## src/rtl/pc_redirect.sv

```systemverilog
// -----------------------------------------------------------------------------
// pc_redirect
//
// Control-flow redirect stage in front of the program counter. Collects branch,
// jump, interrupt and return-from-interrupt requests, picks one by priority,
// and drives the counter with a registered one-cycle load pulse. Each accepted
// redirect also opens a flush window of FLUSH_CYCLES cycles. The stage holds
// the saved exception PC and the interrupt-enable bit.
//
// Parameters
//   FLUSH_CYCLES  flush window length per redirect (1..15)
//   IRQ_VECTOR    interrupt entry address
//
// Ports
//   clk         in   system clock, rising edge
//   reset       in   asynchronous active-high reset
//   ex_pc       in   PC of the instruction in execute (saved on irq entry)
//   br_valid    in   branch resolved this cycle
//   br_taken    in   branch outcome
//   br_target   in   branch target
//   jmp_valid   in   unconditional jump this cycle
//   jmp_target  in   jump target
//   eret        in   return from interrupt
//   irq         in   level-sensitive interrupt request
//   load        out  one-cycle load pulse to the counter
//   load_val    out  load value, holds last target
//   flush       out  squash younger stages
//   irq_ack     out  one-cycle pulse on interrupt entry
//   epc         out  saved exception PC
//   irq_en      out  interrupts enabled
// -----------------------------------------------------------------------------
module pc_redirect #(
    parameter int          FLUSH_CYCLES = 2,
    parameter logic [31:0] IRQ_VECTOR   = 32'h0000_0100
) (
    input  logic        clk,
    input  logic        reset,
    input  logic [31:0] ex_pc,
    input  logic        br_valid,
    input  logic        br_taken,
    input  logic [31:0] br_target,
    input  logic        jmp_valid,
    input  logic [31:0] jmp_target,
    input  logic        eret,
    input  logic        irq,
    output logic        load,
    output logic [31:0] load_val,
    output logic        flush,
    output logic        irq_ack,
    output logic [31:0] epc,
    output logic        irq_en
);

    typedef enum logic {
        RUN   = 1'b0,
        FLUSH = 1'b1
    } state_t;

    localparam logic [3:0] FCNT_INIT = 4'(FLUSH_CYCLES);

    state_t      r_state;
    logic [3:0]  r_fcnt;
    logic        r_load;
    logic [31:0] r_load_val;
    logic        r_flush;
    logic        r_irq_ack;
    logic [31:0] r_epc;
    logic        r_irq_en;

    state_t      w_state_nxt;
    logic [3:0]  w_fcnt_nxt;
    logic        w_load_nxt;
    logic [31:0] w_load_val_nxt;
    logic        w_flush_nxt;
    logic        w_irq_ack_nxt;
    logic [31:0] w_epc_nxt;
    logic        w_irq_en_nxt;
    logic        w_accept;
    logic [31:0] w_target;

    // State and output registers.
    always_ff @(posedge clk or posedge reset) begin
        if (reset) begin
            r_state    <= RUN;
            r_fcnt     <= 4'd0;
            r_load     <= 1'b0;
            r_load_val <= 32'd0;
            r_flush    <= 1'b0;
            r_irq_ack  <= 1'b0;
            r_epc      <= 32'd0;
            r_irq_en   <= 1'b1;
        end else begin
            r_state    <= w_state_nxt;
            r_fcnt     <= w_fcnt_nxt;
            r_load     <= w_load_nxt;
            r_load_val <= w_load_val_nxt;
            r_flush    <= w_flush_nxt;
            r_irq_ack  <= w_irq_ack_nxt;
            r_epc      <= w_epc_nxt;
            r_irq_en   <= w_irq_en_nxt;
        end
    end

    // Next-state logic. load and irq_ack are pulses, so they default to 0;
    // everything else holds unless an event changes it.
    always_comb begin
        w_state_nxt    = r_state;
        w_fcnt_nxt     = r_fcnt;
        w_load_nxt     = 1'b0;
        w_load_val_nxt = r_load_val;
        w_flush_nxt    = r_flush;
        w_irq_ack_nxt  = 1'b0;
        w_epc_nxt      = r_epc;
        w_irq_en_nxt   = r_irq_en;
        w_accept       = 1'b0;
        w_target       = r_load_val;

        unique case (r_state)
            RUN: begin
                // Priority: enabled irq > eret > jump > taken branch.
                if (irq && r_irq_en) begin
                    w_accept      = 1'b1;
                    w_target      = IRQ_VECTOR;
                    w_epc_nxt     = ex_pc;
                    w_irq_en_nxt  = 1'b0;
                    w_irq_ack_nxt = 1'b1;
                end else if (eret) begin
                    w_accept     = 1'b1;
                    w_target     = r_epc;
                    w_irq_en_nxt = 1'b1;
                end else if (jmp_valid) begin
                    w_accept = 1'b1;
                    w_target = jmp_target;
                end else if (br_valid && br_taken) begin
                    w_accept = 1'b1;
                    w_target = br_target;
                end

                if (w_accept) begin
                    w_load_nxt     = 1'b1;
                    w_load_val_nxt = w_target;
                    w_flush_nxt    = 1'b1;
                    w_fcnt_nxt     = FCNT_INIT;
                    w_state_nxt    = FLUSH;
                end
            end

            FLUSH: begin
                // Requests here come from squashed instructions and are
                // dropped; a held irq is picked up once back in RUN.
                w_fcnt_nxt = r_fcnt - 4'd1;
                if (r_fcnt == 4'd1) begin
                    w_flush_nxt = 1'b0;
                    w_state_nxt = RUN;
                end
            end

            default: begin
                w_state_nxt = RUN;
            end
        endcase
    end

    assign load     = r_load;
    assign load_val = r_load_val;
    assign flush    = r_flush;
    assign irq_ack  = r_irq_ack;
    assign epc      = r_epc;
    assign irq_en   = r_irq_en;

endmodule

```

## config.mk

```make
export PLATFORM = sky130hd
export DESIGN_NAME = pc_redirect
export DESIGN_NICKNAME = d
export VERILOG_FILES = /design/src/rtl/pc_redirect.sv
export SDC_FILE = /design/constraint.sdc
export NUM_CORES = 1
export LEC_CHECK = 0
export BUFFER_PORTS_ARGS = -buffer_cell sky130_fd_sc_hd__buf_2
export CORE_ASPECT_RATIO = 1.1
export CORE_MARGIN = 2
export CORE_UTILIZATION = 51
export DETAILED_ROUTE_END_ITERATION = 10
export GPL_TIMING_DRIVEN = 0
export PLACE_DENSITY = 0.86
export SLEW_MARGIN = 15
export SYNTH_ARGS = -nofsm -noshare
export SYNTH_HDL_FRONTEND = slang
export SYNTH_SLANG_ARGS = --single-unit
```

## constraint.sdc

```tcl
create_clock -name clk -period 8 [get_ports clk]
set_clock_uncertainty 0.1 [all_clocks]
set_input_delay 2 -clock clk [delete_from_list [all_inputs] [get_ports clk]]
set_output_delay 2 -clock clk [all_outputs]
set_load 0.01 [all_outputs]
```

==> out/results.txt, run 1 <==
top-count cell post-synth: dfrtp_1
CTS buffer count: 9
critical path peak fanout: 4
Crit Path Class: reg2out
CP Data Required Time: 5.90 ns
worst min-delay path class: reg2reg
critical path startpoint category: register
num rows: 33
Final period util: 0.396
via count: 3,058
worst path cell trace: buf_2
Die Y: 94.5 µm
H-tree Lvls: 3
CP startpoint: irq_en
1st-pass router iterations: 4
Slew headroom: 0.621
Final WS setup: 4.83 ns
Post-synth EDFFs: 0
CP bufs+invs: 1
fin nets: 601
postcts setup bufs: 0
via density per instance: 5.20
Post-DRT Antenna Nets: 0
Setup WS pre-CTS: 4.68 ns
Mapped Area: 0.00380 mm²
Arr. time, crit path: 1.07 ns
Port-buffer cells: 169
final RePlAce weighted congestion: 0.805
DP HPWL: 7430 µm
fmax: 316 MHz
fraction of registers with async set/reset: 1.00
Mapped Cells: 315
finished layout cell area: 0.00502 mm²
Synth Area per Inst: 12.1 µm²
max-cap violations: 0
Worst-Margin Slew: 0.569 ns
DP Area: 0.00477 mm²
num ports: 171
TNS Setup: 0 ns
first-pass GRT wire length: 14,800 µm
Final Critical Period: 3.17 ns
Die Wd: 86.3 µm
Crit Reg-Reg Startpoint: irq_en
DRT iter0 DRCs: 142
Min Hold Slack: 0.414 ns
CORE AREA: 0.00735 mm²
Die Outline Area: 0.00815 mm²
Num Clock Sinks: 73
CP delay by family, top: flip-flops
PD cells: 336 mW/mm²
Clock Tree Buf Depth: 2
outcome: finished clean
Max VDD drop: 0.158 mV
Crit. End Element: primary output
clock slew at reported path FFs: 0.08 ns
clock tree root driver cell: clkbuf_8
largest net degree at the start of global routing: 39
area fraction of the dominant cell type after synthesis: 0.475
Final Non-Filler Cells: 588
area leader, netlist: dfrtp_1
largest cells by area after synthesis: dfrtp_1 (47%), mux2_2 (18%), mux2i_1 (8.7%), o211ai_1 (6.1%), nand2b_1 (5.3%)
sequential share of the synthesized area: 0.482
static leakage: 2.52 nW
gr ovfl total: 0
ys flop type: dfrtp_1
Syn-to-layout area delta: 32.2%
Distinct cells, synth: 31
#FFs+latches synth: 73
Synth warnings: 0
vias in the first global route: 3,088
unrepaired setup endpoints after global routing: false
initial antenna violation count: 0
list of most frequent post-synthesis cells: dfrtp_1 (72), mux2_2 (62), inv_1 (37)
Post-CTS Resized: 0
GRT Overall Usage: 0.236
Hold Buf Count CTS: 0
Setup Viol. Count Final: 0
CP max stage delay: 0.58 ns
Final Hold Viols: 0
min-delay src: load_val[8]
fill count: 571
Mapped Nets: 420
Initial Util: 0.517
TritonCTS clock tree: yes
clk_lat worst skew: 0.34 ns
slowest CP cell: dfstp_2
Slew Limit Fails: 0
layout cells sized above 1: 0.539
# DRC: 0
# diodes: 0
wire length per cell: 16.3 µm
placed insts: 572
WL final: 9590 µm
==> through the flow <==
step / power, mW / util
2_1_floorplan: 1.06 / -
3_3_place_gp: 1.31 / 0.646
3_5_place_dp: 1.35 / 0.649
4_1_cts: 1.70 / 0.683
5_1_grt: 1.79 / 0.683
6_report: 1.69 / 0.683
==> cell type report <==
cell class | count | area [µm²] | area share
multi-input cells | 184 | 1670 | 0.333
well taps | 87 | 109 | 0.0217
plain buffers | 21 | 159 | 0.0317
clock buffers | 11 | 141 | 0.0282
repair buffers | 170 | 866 | 0.173
inverters | 37 | 141 | 0.0282
clock inverters | 5 | 103 | 0.0204
flip-flops and latches | 73 | 1830 | 0.364
==> state kept, by name (all words and copies together), names as in the netlist <==
name and flops:
irq_en 1, load 1, epc 32, r_state 1
irq_ack 1, r_fcnt 4, flush 1, load_val 32
==> per-layer routing <==
layer	global-route usage	vias to the layer above	wire (µm)
li1	-	1448	-
met1	0.282	1490	3810
met2	0.411	100	5130
met3	0.0507	20	416
met4	0.0964	0	232
met5	0	-	0
==> final timing paths <==
path / end / slack, ns / cells past startpoint
min in group asynchronous: epc[16] / 1.58 / 2
hold reg to reg: load_val[8] / 0.41 / 1
setup reg to reg: epc[26] / 6.29 / 4
setup / recovery: irq_en / 4.83 / 1
hold / removal: load_val[8] / 0.41 / 1
max in group asynchronous: irq_en / 5.61 / 3
==> where the power goes <==
part           total [mW]  switching, mW  leakage (nW)  internal, mW
logic               0.689          0.346          1.49         0.343
clock network       0.353          0.137         0.120         0.215
registers           0.646          0.105         0.913         0.542
total                1.69          0.588          2.52          1.10
==> cell usage in the layout, fill, tap and decap left out, types with 4 or more instances in the layout <==
cell type / synthesis / final
mux2_2: 62 / 62
dfrtp_1: 72 / 72
buf_2: 4 / 173
mux2i_1: 33 / 33
clkbuf_8: 0 / 10
o211ai_1: 31 / 31
inv_1: 37 / 36
buf_4: 4 / 4
clkbuf_1: 4 / 5
buf_6: 8 / 8
nand2b_1: 32 / 32
==> kinds of logic (layout without fill, tap and decap cells) <==
kind of cell | Yosys count | in the layout | share of synthesized area
mux | 97 | 97 | 0.277
flops | 73 | 73 | 0.482
buf+inv | 58 | 244 | 0.0784
compound gates | 43 | 43 | 0.0887
simple gates | 42 | 42 | 0.0679
fa+ha+maj | 2 | 2 | 0.00659
No activity file was read; power rests on OpenSTA's default activity.
==> run 2, diff against run 1 <==
- CORE_UTILIZATION: 51 -> 47
- PLACE_DENSITY: 0.86 -> 0.8
- clock period: 8 -> 3 ns (I/O delays scaled with it)
==> run 2 against run 1 <==
Core utilization fell by 4.8 points. Die area increased by 8.1%. Register-to-register slack worse by 5.0 ns. Clock-buffer cell count grew 2. Non-clock buffer count is the same. Sequential power rose to 2.7 times the previous value. Sequential cell count is the same. Highest routed layer unchanged. Global-route usage decreased by 1.3 points. Cell count up 3.6%.
==> out/results.txt, run 2 (synthesized netlist as in run 1, its figures left out) <==
H-tree Lvls: 3 (unchanged)
clock slew at reported path FFs: 0.08 ns (about the same)
via density per instance: 4.94 (-5.0%)
WL final: 9260 µm (-3.5%)
slowest CP cell: dfstp_2
first-pass GRT wire length: 15,000 µm (+0.98%)
wire length per cell: 15.2 µm (-6.8%)
Final Hold Viols: 0 (unchanged)
path depth of the worst reg2reg path: 4 (unchanged)
Die Wd: 89.7 µm (+4.0%)
vias in the first global route: 3,132 (+1.4%)
# diodes: 0 (unchanged)
outcome: finished clean
Slew Limit Fails: 0 (unchanged)
postcts setup bufs: 0 (unchanged)
worst path cell trace: buf_2
DRT iter0 DRCs: 69 (-51%)
Initial Util: 0.482 (-0.0342)
PD cells: 864 mW/mm² (+160%)
Final Critical Period: 1.91 ns
Min Hold Slack: 0.310 ns (-0.104 ns)
Arr. time, crit path: 1.06 ns (about the same)
Seq pwr share: 0.400 (+0.017)
Net Sw Frac: 0.355 (+0.00693)
finished layout cell area: 0.00500 mm² (-0.37%)
max-cap violations: 0 (unchanged)
GRT Overall Usage: 0.223 (-0.0130)
final RePlAce weighted congestion: 0.802 (-0.34%)
DP HPWL: 7100 µm (-4.4%)
Setup Viol. Count Final: 0 (unchanged)
Comb power frac: 0.420 (+0.012)
CP delay by family, top: flip-flops
fmax: 523 MHz
CTS buffer count: 9 (unchanged)
clock tree root driver cell: clkbuf_8
Pint: 2.79 mW (+150%)
layout cells sized above 1: 0.537 (-0.00200)
TritonCTS clock tree: yes
static leakage: 2.51 nW (-0.64%)
DP Area: 0.00480 mm² (+0.55%)
Post-CTS Resized: 0 (unchanged)
R2R Setup Slk: 1.27 ns (-5.02 ns)
num rows: 34 (+3.0%)
unrepaired setup endpoints after global routing: false
worst min-delay path class: in2async
most common cell after layout, fill and taps aside: buf_2
num ports: 171 (unchanged)
P_sw: 1.53 mW (+160%)
via count: 3,009 (-1.6%)
Die Y: 98.3 µm (+4.0%)
# DRC: 0 (unchanged)
critical path peak fanout: 4 (unchanged)
critical path startpoint category: register
Port-buffer cells: 169 (unchanged)
1st-pass router iterations: 4 (unchanged)
Crit. End Element: primary output
Crit Path Class: reg2out
Multi-input gate area: 0.00167 mm² (unchanged)
Final period util: 0.637
gr ovfl total: 0 (unchanged)
Worst-Margin Slew: 0.570 ns (+0.00132 ns)
Max VDD drop: 0.399 mV (+150%)
Slew headroom: 0.620 (-0.000879)
largest net degree at the start of global routing: 41 (+5.1%)
fill count: 663 (+16%)
Num Clock Sinks: 73 (unchanged)
RR Endpoint: load_val[3]
fin nets: 601 (unchanged)
Die Outline Area: 0.00881 mm² (+8.1%)
Clk pwr share: 0.180 (-0.029)
flip-flop and latch area: 0.00183 mm² (unchanged)
CP max stage delay: 0.57 ns (about the same)
Syn-to-layout area delta: 31.7%
initial antenna violation count: 0 (unchanged)
CP Data Required Time: 2.15 ns (-3.75 ns)
most frequent cells in the layout: buf_2 (173), dfrtp_1 (72), mux2_2 (62)
Clock Tree Buf Depth: 2 (unchanged)
clk_lat worst skew: 0.34 ns (about the same)
CORE AREA: 0.00787 mm² (+7.1%)
Crit Reg-Reg Startpoint: irq_en
CP bufs+invs: 1 (unchanged)
Post-DRT Antenna Nets: 0 (unchanged)
Hold Buf Count CTS: 0 (unchanged)
[run 2: changes by cell type in the layout (fill, tap and decap cells not counted)]
| cell | before | now |
|---|---|---|
| bufinv_16 | 3 | 1 |
| clkbuf_1 | 5 | 6 |
| clkbuf_8 | 10 | 11 |
| clkinvlp_4 | 1 | 0 |
| clkinv_2 | 1 | 2 |
[run 2: power groups by stage]
stage	sequential, mW	combinational, mW	clock, mW
2_1_floorplan	1.91	0.925	0
3_3_place_gp	1.72	1.78	0
3_5_place_dp	1.74	1.84	0
4_1_cts	1.73	1.84	0.789
5_1_grt	1.79	2.00	0.840
6_report	1.73	1.81	0.778
[run 2: routing by layer]
layer	global-route usage	part of all wire	wire (µm)	vias to the layer above
met5	0	0	0	-
met2	0.389	0.54	5000	93
met4	0.0735	0.014	131	0
li1	-	-	-	1448
met1	0.271	0.40	3730	1460
met3	0.0414	0.042	392	8
[run 2: stage by stage]
step | setup TNS [ns] | worst slack (ns) | total power, mW | cells | utilization
floorplan | 0 | 0.298 | 2.84 | 315 | -
global placement | -42.59 | -0.595 | 3.49 | 592 | 0.607
detailed placement | 0 | 0.874 | 3.58 | 593 | 0.610
CTS | 0 | 1.08 | 4.36 | 609 | 0.635
global route | 0 | 1.05 | 4.63 | 609 | 0.635
finish | 0 | 1.09 | 4.32 | 609 | 0.635
[run 2: area by class of cell]
| type | count | share of cell area |
|---|---|---|
| Tap cell | 108 | 0.0270 |
| Multi-Input combinational cell | 184 | 0.334 |
| Clock buffer | 13 | 0.0318 |
| Timing Repair Buffer | 170 | 0.173 |
| Sequential cell | 73 | 0.366 |
| Buffer | 21 | 0.0318 |
| Clock inverter | 3 | 0.00801 |
| Inverter | 37 | 0.0283 |
[run 2: worst max-delay path by stage]
stage / startpoint / slack (ns) / depth (start not counted) / endpoint
after floorplan: reset / 0.30 / 1 / epc[0]
after global placement: reset / -0.59 / 2 / load
after detailed placement: irq / 0.87 / 5 / load_val[3]
after CTS: irq_en / 1.08 / 1 / irq_en
after global routing: irq_en / 1.05 / 1 / irq_en
final: irq_en / 1.09 / 1 / irq_en
